==> config.mk <==
export PLATFORM = sky130hd
export DESIGN_NAME = mem_port_arbiter
export DESIGN_NICKNAME = d
export VERILOG_FILES = /design/src/rtl/minisys_pkg.sv /design/src/rtl/mem_port_arbiter.sv
export SDC_FILE = /design/constraint.sdc
export NUM_CORES = 1
export LEC_CHECK = 0
export CAP_MARGIN = 25
export CORE_MARGIN = 1.5
export CORE_UTILIZATION = 42
export DETAILED_ROUTE_END_ITERATION = 7
export PLACE_DENSITY = 0.85
export RECOVER_POWER = 50
export SYNTH_ARGS = -nofsm -noshare
export SYNTH_HDL_FRONTEND = slang
export SYNTH_SLANG_ARGS = --single-unit
==> constraint.sdc <==
create_clock -name clock -period 2.4 [get_ports clock]
set_input_delay 0.24 -clock clock [delete_from_list [all_inputs] [get_ports clock]]
set_output_delay 0.24 -clock clock [all_outputs]
set_load 0.01 [all_outputs]
==> src/rtl/minisys_pkg.sv <==
// Shared types for the minisys memory subsystem: arbiter FSM states and
// requester identifiers used for grant ownership.
package minisys_pkg;

    typedef enum logic [1:0] {
        IDLE  = 2'd0,
        ISSUE = 2'd1,
        WAIT  = 2'd2,
        RESP  = 2'd3
    } state_t;

    localparam logic OWN_CPU = 1'b0;
    localparam logic OWN_DBG = 1'b1;

endpackage

==> src/rtl/mem_port_arbiter.sv <==
// Two-requester arbiter for the single dmemory32 data port: CPU has priority,
// the debug/loader port wins after STARVE_LIM consecutive CPU grants.
module mem_port_arbiter
    import minisys_pkg::*;
#(
    parameter int MEM_LAT    = 1,
    parameter int STARVE_LIM = 4
) (
    input  logic        clock,
    input  logic        reset,
    input  logic        cpu_req,
    input  logic        cpu_we,
    input  logic [31:0] cpu_addr,
    input  logic [31:0] cpu_wdata,
    output logic [31:0] cpu_rdata,
    output logic        cpu_ack,
    input  logic        dbg_req,
    input  logic        dbg_we,
    input  logic [31:0] dbg_addr,
    input  logic [31:0] dbg_wdata,
    output logic [31:0] dbg_rdata,
    output logic        dbg_ack,
    output logic [31:0] mem_addr,
    output logic [31:0] mem_wdata,
    output logic        mem_read,
    output logic        mem_write,
    input  logic [31:0] mem_rdata,
    output logic        busy,
    output logic        owner
);

    localparam int WCW = $clog2(MEM_LAT + 1);
    localparam int SCW = $clog2(STARVE_LIM + 1);
    localparam logic [WCW-1:0] WAIT_LOAD  = WCW'(MEM_LAT);
    localparam logic [WCW-1:0] WAIT_LAST  = WCW'(1);
    localparam logic [SCW-1:0] STARVE_MAX = SCW'(STARVE_LIM);

    state_t         state_reg;
    logic           we_reg;
    logic [WCW-1:0] wait_cnt_reg;
    logic [SCW-1:0] starve_cnt_reg;
    logic           grant_dbg;
    logic           any_req;

    // Debug wins when it is alone, or when the CPU has used up its streak.
    always_comb begin
        grant_dbg = 1'b0;
        if (dbg_req && (!cpu_req || starve_cnt_reg == STARVE_MAX)) begin
            grant_dbg = 1'b1;
        end
    end

    assign any_req = cpu_req | dbg_req;

    always_ff @(posedge clock) begin
        if (!reset) begin
            state_reg      <= IDLE;
            we_reg         <= 1'b0;
            wait_cnt_reg   <= '0;
            starve_cnt_reg <= '0;
            owner          <= OWN_CPU;
            busy           <= 1'b0;
            cpu_ack        <= 1'b0;
            dbg_ack        <= 1'b0;
            cpu_rdata      <= '0;
            dbg_rdata      <= '0;
            mem_addr       <= '0;
            mem_wdata      <= '0;
            mem_read       <= 1'b0;
            mem_write      <= 1'b0;
        end else begin
            cpu_ack   <= 1'b0;
            dbg_ack   <= 1'b0;
            mem_read  <= 1'b0;
            mem_write <= 1'b0;
            case (state_reg)
                IDLE: begin
                    if (!dbg_req) begin
                        starve_cnt_reg <= '0;
                    end
                    if (any_req) begin
                        state_reg <= ISSUE;
                        busy      <= 1'b1;
                        // Strobes are registered here so they are high exactly in ISSUE.
                        if (grant_dbg) begin
                            owner          <= OWN_DBG;
                            we_reg         <= dbg_we;
                            mem_addr       <= dbg_addr;
                            mem_wdata      <= dbg_wdata;
                            mem_write      <= dbg_we;
                            mem_read       <= ~dbg_we;
                            starve_cnt_reg <= '0;
                        end else begin
                            owner     <= OWN_CPU;
                            we_reg    <= cpu_we;
                            mem_addr  <= cpu_addr;
                            mem_wdata <= cpu_wdata;
                            mem_write <= cpu_we;
                            mem_read  <= ~cpu_we;
                            if (dbg_req && starve_cnt_reg != STARVE_MAX) begin
                                starve_cnt_reg <= starve_cnt_reg + 1'b1;
                            end
                        end
                    end
                end
                ISSUE: begin
                    if (we_reg) begin
                        state_reg <= RESP;
                        cpu_ack   <= (owner == OWN_CPU);
                        dbg_ack   <= (owner == OWN_DBG);
                    end else begin
                        wait_cnt_reg <= WAIT_LOAD;
                        state_reg    <= WAIT;
                    end
                end
                WAIT: begin
                    if (wait_cnt_reg == WAIT_LAST) begin
                        wait_cnt_reg <= '0;
                        state_reg    <= RESP;
                        if (owner == OWN_DBG) begin
                            dbg_rdata <= mem_rdata;
                            dbg_ack   <= 1'b1;
                        end else begin
                            cpu_rdata <= mem_rdata;
                            cpu_ack   <= 1'b1;
                        end
                    end else begin
                        wait_cnt_reg <= wait_cnt_reg - 1'b1;
                    end
                end
                RESP: begin
                    state_reg <= IDLE;
                    busy      <= 1'b0;
                end
                default: state_reg <= IDLE;
            endcase
        end
    end

endmodule

Word-level counts from Yosys, hierarchy flattened
Cells that the tools add are included.
W data, S select, Z words.

storage, ports and cells
  register bits = 141
  input port bits = 166
  output and inout bits = 134
  word-level logic and storage cells = 69

operators by class
  add/sub/neg operators = 2
  equal/unequal tests = 8
  muxes and demuxes = 27
  bitwise logic cells = 4
  reduce and logical (&&, ||, !) cells = 14

operators with widths
  kind                   number
  $mux W32               2
  $mux W1                14
  $mux W3                4
  $reduce_and A3 Y1      3
  $pmux W1 S2            4
  $pmux W2 S4            1
  $reduce_and A2 Y1      4
  $ne A2 B2 Y1 const B   3
  $eq A2 B2 Y1 const B   2
  $mux W2                2
  $reduce_bool A2 Y1     2
  $add A3 B1 Y3 const B  1
  $eq A3 B3 Y1 const B   1
  $ne A3 B3 Y1 const B   1
  $not A1 Y1             3
  $eq A2 B1 Y1 const B   1
  $logic_and A1 B1 Y1    2
  $logic_not A2 Y1       1
  $logic_not A1 Y1       1
  $logic_or A1 B1 Y1     1
  $or A1 B1 Y1           1
  $sub A1 B1 Y1 const B  1

Logic depth before layout (Yosys ltp)
Gate-level depths: netlist of run 1.

  word-level depth = 6
  mapped depth = 7
  mapped depth without buffers = 5

Least setup slack after synthesis of run 1
OpenSTA, ideal clock, no wires.

  path type = register to register
  from = register state_reg[0]
  to = register mem_wdata[11]
  setup time = 0.132 ns
  arrival = 1.404 ns
  data required time = 2.268 ns
  path slack = 0.864 ns
  cell stages (with the launch flop) = 8
  path buffers = 2
  period minus slack after synthesis = 1.536 ns
  cell sequence = dfxtp_1 -> inv_1 -> ha_1 -> and2_1 -> buf_6 -> buf_4 -> a32oi_1 -> a21oi_1

between the ends
  cells in the longest elaborated chain, start to end = 2

RTL lines
  item                         RTL line                 text
  start, declared              mem_port_arbiter.sv:38   state_t state_reg;
  start signal, assigned       mem_port_arbiter.sv:57   state_reg <= IDLE;
  start signal, assigned       mem_port_arbiter.sv:82   state_reg <= ISSUE;
  start signal, assigned       mem_port_arbiter.sv:108  state_reg <= RESP;
  $logic_not A2 Y1             mem_port_arbiter.sv:76   case (state_reg)
  $reduce_and A2 Y1 (no line)  -
  end signal, assigned         mem_port_arbiter.sv:89   mem_wdata <= dbg_wdata;
  end signal, assigned         mem_port_arbiter.sv:97   mem_wdata <= cpu_wdata;
  end, declared                mem_port_arbiter.sv:24   output logic [31:0] mem_wdata,

No other way between the ends.
A chain may end at the register's enable or synchronous reset.

Worst setup path in the final report of run 1
  from = register state_reg[1]
  to = register mem_wdata[16]

Same word-level chain as after synthesis.

==> flow_metrics.env, run 1 <==
export IMPL_end_kind="flop"
export IMPL_clkTransAtPathRegs_ns=0.06
export IMPL_cpPeakStageDelay_ns=0.37
export IMPL_grt_pass1_vias=5810
export IMPL_dp_cells=1082
export IMPL_cpMaxStageDelayCell="and2_2"
export IMPL_worst_slack_ns=0.4905
export IMPL_pre_cts_slack_ns=0.4831
export IMPL_gp_congestion=0.8450
export IMPL_post_cts_resized=0
export IMPL_worstSetupPathType="flop to flop"
export IMPL_postCtsSetupBuffers=0
export IMPL_clock_path_buffers=2
export IMPL_syn_area_um2=5614
export IMPL_die_area_um2=14070
export IMPL_worstPathArrival_ns=2.24
export IMPL_cts_root_buf="clkbuf_16"
export IMPL_finalWirelength_mm=19.90
export IMPL_switchingPower_w=0.002542
export IMPL_rows=42
export IMPL_finalSetupViolations=0
export IMPL_grt_total_usage=0.2787
export IMPL_start_kind="flop"
export IMPL_finalCritPeriodShare=0.7956
export IMPL_syn_to_final_growth_pct=64.65
export IMPL_drive_gt1_frac=0.05556
export IMPL_worstHoldPathType="primary input to flop"
export IMPL_cp_cell_sequence="inv_1 > ha_1 > and2_2 > buf_12 > nand3_1 > a21oi_1"
export IMPL_layoutNonFillerInstCount=1112
export IMPL_antenna_found_initial=0
export IMPL_cts_buffers=17
export IMPL_chipHeight_um=118.6
export IMPL_fin_setup_tns_ns=0
export IMPL_cts_hold_buf=0
export IMPL_seq_area_um2=2823
export IMPL_place_area_um2=8705
export IMPL_coreArea_um2=13140
export IMPL_switching_share=0.3219
export IMPL_netlist_top_cells_area="dfxtp_1, a21oi_1, a32oi_1"
export IMPL_powerDensity_nw_per_um2=854.4
export IMPL_busiest_layer="met2"
export IMPL_layout_commonest_cell="clkdlybuf4s50_1"
export IMPL_drt_iter0_drc=437
export IMPL_nets=1098
export IMPL_vias=6099
export IMPL_rsz0062_at_grt="no"
export IMPL_drc_errors=0
export IMPL_synth_cells=655
export IMPL_internal_power_w=0.005355
export IMPL_yosys_area_top_type="dfxtp_1"
export IMPL_use_met2=0.4459
export IMPL_dp_hpwl_mm=13.13
export IMPL_hold_viol=0
export IMPL_htreeDepth=4
export IMPL_grt_overflow=0
export IMPL_final_min_clock_period_ns=1.910
export IMPL_use_met3=0.1139
export IMPL_rrSetupSlack_ns=0.49
export IMPL_start_util=0.4273
export IMPL_num_antenna_cells=0
export IMPL_multi_input_area_um2=2436
export IMPL_ys_warn_count=0
export IMPL_fin_area_um2=9244
export IMPL_syn_nets=828
export IMPL_grt_pass1_wl_mm=30.81
export IMPL_via_per_inst=5.485
export IMPL_crit_fanout=55
export IMPL_outcome="finished, final reports clean"
export IMPL_p_comb_frac=0.329
export IMPL_maxCapViolations=0
export IMPL_fin_worst_skew_ns=0.01423
export IMPL_syn_area_per_cell_um2=8.571
export IMPL_slew_headroom=0.6846
export IMPL_clock_sinks=141
export IMPL_slew_violations=0
export IMPL_synth_seq_area_share=0.5028
export IMPL_crit_required_ns=2.73
export IMPL_die_w_um=118.6
export IMPL_worst_pin_slew_ns=0.4721
export IMPL_clock_latency_ns=0.42
export IMPL_yosys_area_top_type_share=0.5028
export IMPL_dr_pass1_iters=5
export IMPL_max_freq_ghz=0.5237
export IMPL_grt_max_degree=73
export IMPL_leakagePower_nw=3.536
export IMPL_ys_types=37
export IMPL_portBuffers=299
export IMPL_post_drt_wl_per_cell_um=17.90
export IMPL_layout_common_cells="clkdlybuf4s50_1, dfxtp_1, a21oi_1, nand2_1, dlygate4sd3_1"
export IMPL_n_fill_cell=1025
export IMPL_ant_nets=0
export IMPL_power_share_sequential=0.365
export IMPL_ys_seq_elements=141
export IMPL_pin_count=300
export IMPL_ir_worst_vdd_v=0.0005037
export IMPL_p_clk_frac=0.306
export IMPL_use_met1=0.3222
export IMPL_cts_tree="done"
==> power by group through the flow <==
stage / clock network, W / logic [W] / registers [W]
after CTS: 0.00244 / 0.00268 / 0.00289
after global placement: 0 / 0.00263 / 0.00293
after floorplan: 0 / 0.00132 / 0.00305
after global routing: 0.00256 / 0.00279 / 0.00293
after detailed placement: 0 / 0.00266 / 0.00294
final: 0.00242 / 0.00260 / 0.00288
==> through the flow <==
step | power [W] | utilization | hold WS (ns)
global route | 0.008276 | 0.7036 | 0.3772
finish | 0.007898 | 0.7036 | 0.3897
global placement | 0.005552 | 0.6626 | 0.4404
CTS | 0.008017 | 0.7036 | 0.3751
floorplan | 0.004376 | - | 0.3575
detailed placement | 0.005598 | 0.6626 | 0.4455
==> Yosys cell counts (all sizes together) <==
cell type and count:
a21boi 1, o31ai 1, inv 8, nor4bb 1, a32oi 64, mux2 1, nor3 1, a21oi 133
nand2b 1, and3b 2, ha 7, a31oi 1, o21ai 5, nor3b 2, nand2 132, a311oi 1
o21a 3, buf 41, o311a 1, nand4b 1, nand3 68, a22oi 1, dfxtp 141, a21bo 1
nand4 2, and3 1, nor2b 3, clkbuf 22, and2 2, o311ai 1, nor2 4, nand3b 2
==> critical path: cells and delay by family (launching register included) <==
kind / cells / cell delay [ns]
DFF: 1 / 0.36
AOI/OAI and AO/OA: 1 / 0.20
buffers and inverters: 2 / 0.40
and+or+nand+nor: 2 / 0.51
adders and majority gates: 1 / 0.35
==> layout make-up <==
type,count,share of cell area
Sequential cell,141,0.3054
Inverter,8,0.003519
Timing Repair Buffer,314,0.3454
Tap cell,176,0.02382
Clock inverter,12,0.01083
Clock buffer,18,0.04751
Multi-Input combinational cell,443,0.2635
==> path summary, 6_finish.rpt <==
path / cells after the start / from / end
hold reg to reg: 2 / dbg_rdata[28] / dbg_rdata[28]
setup reg to reg: 6 / state_reg[1] / mem_wdata[16]
hold / removal: 3 / dbg_addr[27] / mem_addr[27]
setup / recovery: 6 / state_reg[1] / mem_wdata[16]
==> metal layers <==
metal,part of all wire,vias to the layer above,routed length (um)
met1,0.39,2824,7763
met4,0.038,0,762
met2,0.47,317,9293
met5,0,-,0
li1,-,2909,-
met3,0.10,49,2084
==> logic make-up after synthesis <==
group           share of synthesized area
simple gates                       0.1743
fa+ha+maj                         0.01560
compound gates                     0.2387
buf+inv                           0.06664
flops                              0.5028
mux                              0.002006
(Power assumes the default switching activity.)
==> inputs of run 2 (changes only) <==
CORE_UTILIZATION = 39   (was 42)
PLACE_DENSITY = 0.8   (was 0.85)
clock period = 1.8 ns   (was 2.4 ns; I/O delays follow)
==> flow_metrics.env, run 2 (synthesized netlist as in run 1, its figures left out) <==
export IMPL_gp_congestion=0.7914
export IMPL_powerDensity_nw_per_um2=1148
export IMPL_cp_cell_sequence="clkdlybuf4s50_1"
export IMPL_via_per_inst=5.392
export IMPL_crit_required_ns=1.62
export IMPL_cp_depth=1
export IMPL_r2r_start="state_reg[0]"
export IMPL_n_fill_cell=1149
export IMPL_vias=6066
export IMPL_cts_root_buf="clkbuf_16"
export IMPL_finalWirelength_mm=20.18
export IMPL_grt_total_usage=0.2566
export IMPL_seq_area_um2=2823
export IMPL_pre_cts_slack_ns=0.1297
export IMPL_rrSetupSlack_ns=0.15
export IMPL_die_w_um=123.0
export IMPL_dr_pass1_iters=8
export IMPL_layoutNonFillerInstCount=1125
export IMPL_hp_start="dbg_addr[14]"
export IMPL_finalCritPeriodShare=0.9248
export IMPL_dp_cells=1094
export IMPL_slew_headroom=0.7774
export IMPL_grt_pass1_wl_mm=29.91
export IMPL_grt_overflow=0
export IMPL_layout_commonest_cell="clkdlybuf4s50_1"
export IMPL_ir_worst_vdd_v=0.0007413
export IMPL_cts_tree="done"
export IMPL_fin_worst_skew_ns=0.01496
export IMPL_post_drt_wl_per_cell_um=17.93
export IMPL_leakagePower_nw=3.606
export IMPL_path_delay_family="buffers and inverters"
export IMPL_worst_slack_ns=0.1353
export IMPL_drive_gt1_frac=0.06138
export IMPL_max_freq_ghz=0.6007
export IMPL_portBuffers=299
export IMPL_chipHeight_um=123.0
export IMPL_clock_sinks=141
export IMPL_syn_to_final_growth_pct=67.44
export IMPL_crit_fanout=8
export IMPL_finalSetupViolations=0
export IMPL_maxCapViolations=0
export IMPL_fin_hold_ws_ns=0.3269
export IMPL_coreArea_um2=13990
export IMPL_worstSetupPathType="flop to output pin"
export IMPL_rows=43
export IMPL_clock_path_buffers=2
export IMPL_multi_input_area_um2=2439
export IMPL_num_antenna_cells=0
export IMPL_p_total_w=0.01080
export IMPL_antenna_found_initial=0
export IMPL_cts_buffers=17
export IMPL_grt_pass1_vias=5824
export IMPL_slew_violations=0
export IMPL_rr_worst_depth=6
export IMPL_worstPathArrival_ns=1.48
export IMPL_fin_setup_tns_ns=0
export IMPL_cp_num_buf_inv=1
export IMPL_final_min_clock_period_ns=1.665
export IMPL_hold_path_depth=3
export IMPL_start_util=0.4013
export IMPL_end_kind="output pin"
export IMPL_outcome="finished, final reports clean"
export IMPL_grt_max_degree=65
export IMPL_dp_hpwl_mm=13.68
export IMPL_clkTransAtPathRegs_ns=0.06
export IMPL_worst_pin_slew_ns=0.3339
export IMPL_start_kind="flop"
export IMPL_drc_errors=0
export IMPL_drt_iter0_drc=415
export IMPL_cpPeakStageDelay_ns=0.61
export IMPL_rsz0062_at_grt="no"
export IMPL_hold_viol=0
export IMPL_htreeDepth=4
export IMPL_ant_nets=0
export IMPL_hold_end="mem_addr[14]"
export IMPL_pin_count=300
export IMPL_cpMaxStageDelayCell="clkdlybuf4s50_1"
export IMPL_layout_common_cells="clkdlybuf4s50_1, dfxtp_1, a21oi_1, nand2_1, dlygate4sd3_1"
export IMPL_nets=1106
export IMPL_worstHoldPathType="primary input to flop"
export IMPL_clock_latency_ns=0.42
export IMPL_r2r_end="mem_addr[16]"
export IMPL_die_area_um2=15120
==> run 2: area by class of cell <==
class | instances | share of cell area
timing repair buffer | 322 | 0.3514
clock buffer | 22 | 0.04938
sequential | 141 | 0.3003
clock inverter | 9 | 0.01211
multi-input combinational | 443 | 0.2594
inverter | 8 | 0.003461
tap | 180 | 0.02396
==> run 2: worst register-to-register path: stages (launching register included) <==
cell     delay [ns]
dfxtp_1        0.39
inv_1          0.12
ha_2           0.24
and2_2         0.21
buf_12         0.18
a32oi_1        0.30
a21oi_1        0.09
==> run 2: report_power, final <==
group,total [W],switching (W),leakage [nW],internal [W]
Combinational,0.00353,0.00181,2.18,0.00172
Sequential,0.00383,0.000253,1.15,0.00358
Clock,0.00344,0.00133,0.272,0.00211
==> run 2: worst max path at each step <==
stage,startpoint,endpoint,slack [ns]
after detailed placement,dbg_req,state_reg[0],0.13
after global placement,dbg_req,state_reg[0],0.15
final,owner,owner,0.14
after floorplan,state_reg[0],mem_wdata[11],0.26
after CTS,owner,owner,0.10
after global routing,state_reg[0],mem_addr[11],0.04
==> run 2: through the flow <==
stage / area [um^2] / utilization
floorplan: 5614 / -
global placement: 8820 / 0.6305
detailed placement: 8820 / 0.6305
CTS: 9398 / 0.6718
global route: 9400 / 0.6720
finish: 9400 / 0.6720
==> run 2: timing repair <==
item / in CTS / in global routing
endpoints found under the setup margin: 0 / 4
buffers inserted: 0 / 0
hold buffers: 0 / 0
gates resized for setup: 0 / 1
==> run 2: layer usage <==
| metal | global-route usage | routed length (um) |
|---|---|---|
| met1 | 0.2740 | 7431 |
| met2 | 0.4292 | 9629 |
| met3 | 0.1232 | 2520 |
| met4 | 0.1171 | 595 |
| met5 | 0 | 0 |
==> inputs of run 3 (changes only) <==
CTS_CLUSTER_DIAMETER = 120   (was default)
==> results of run 3 <==
No change in the layout: final DEF, timing and power equal those of run 2.
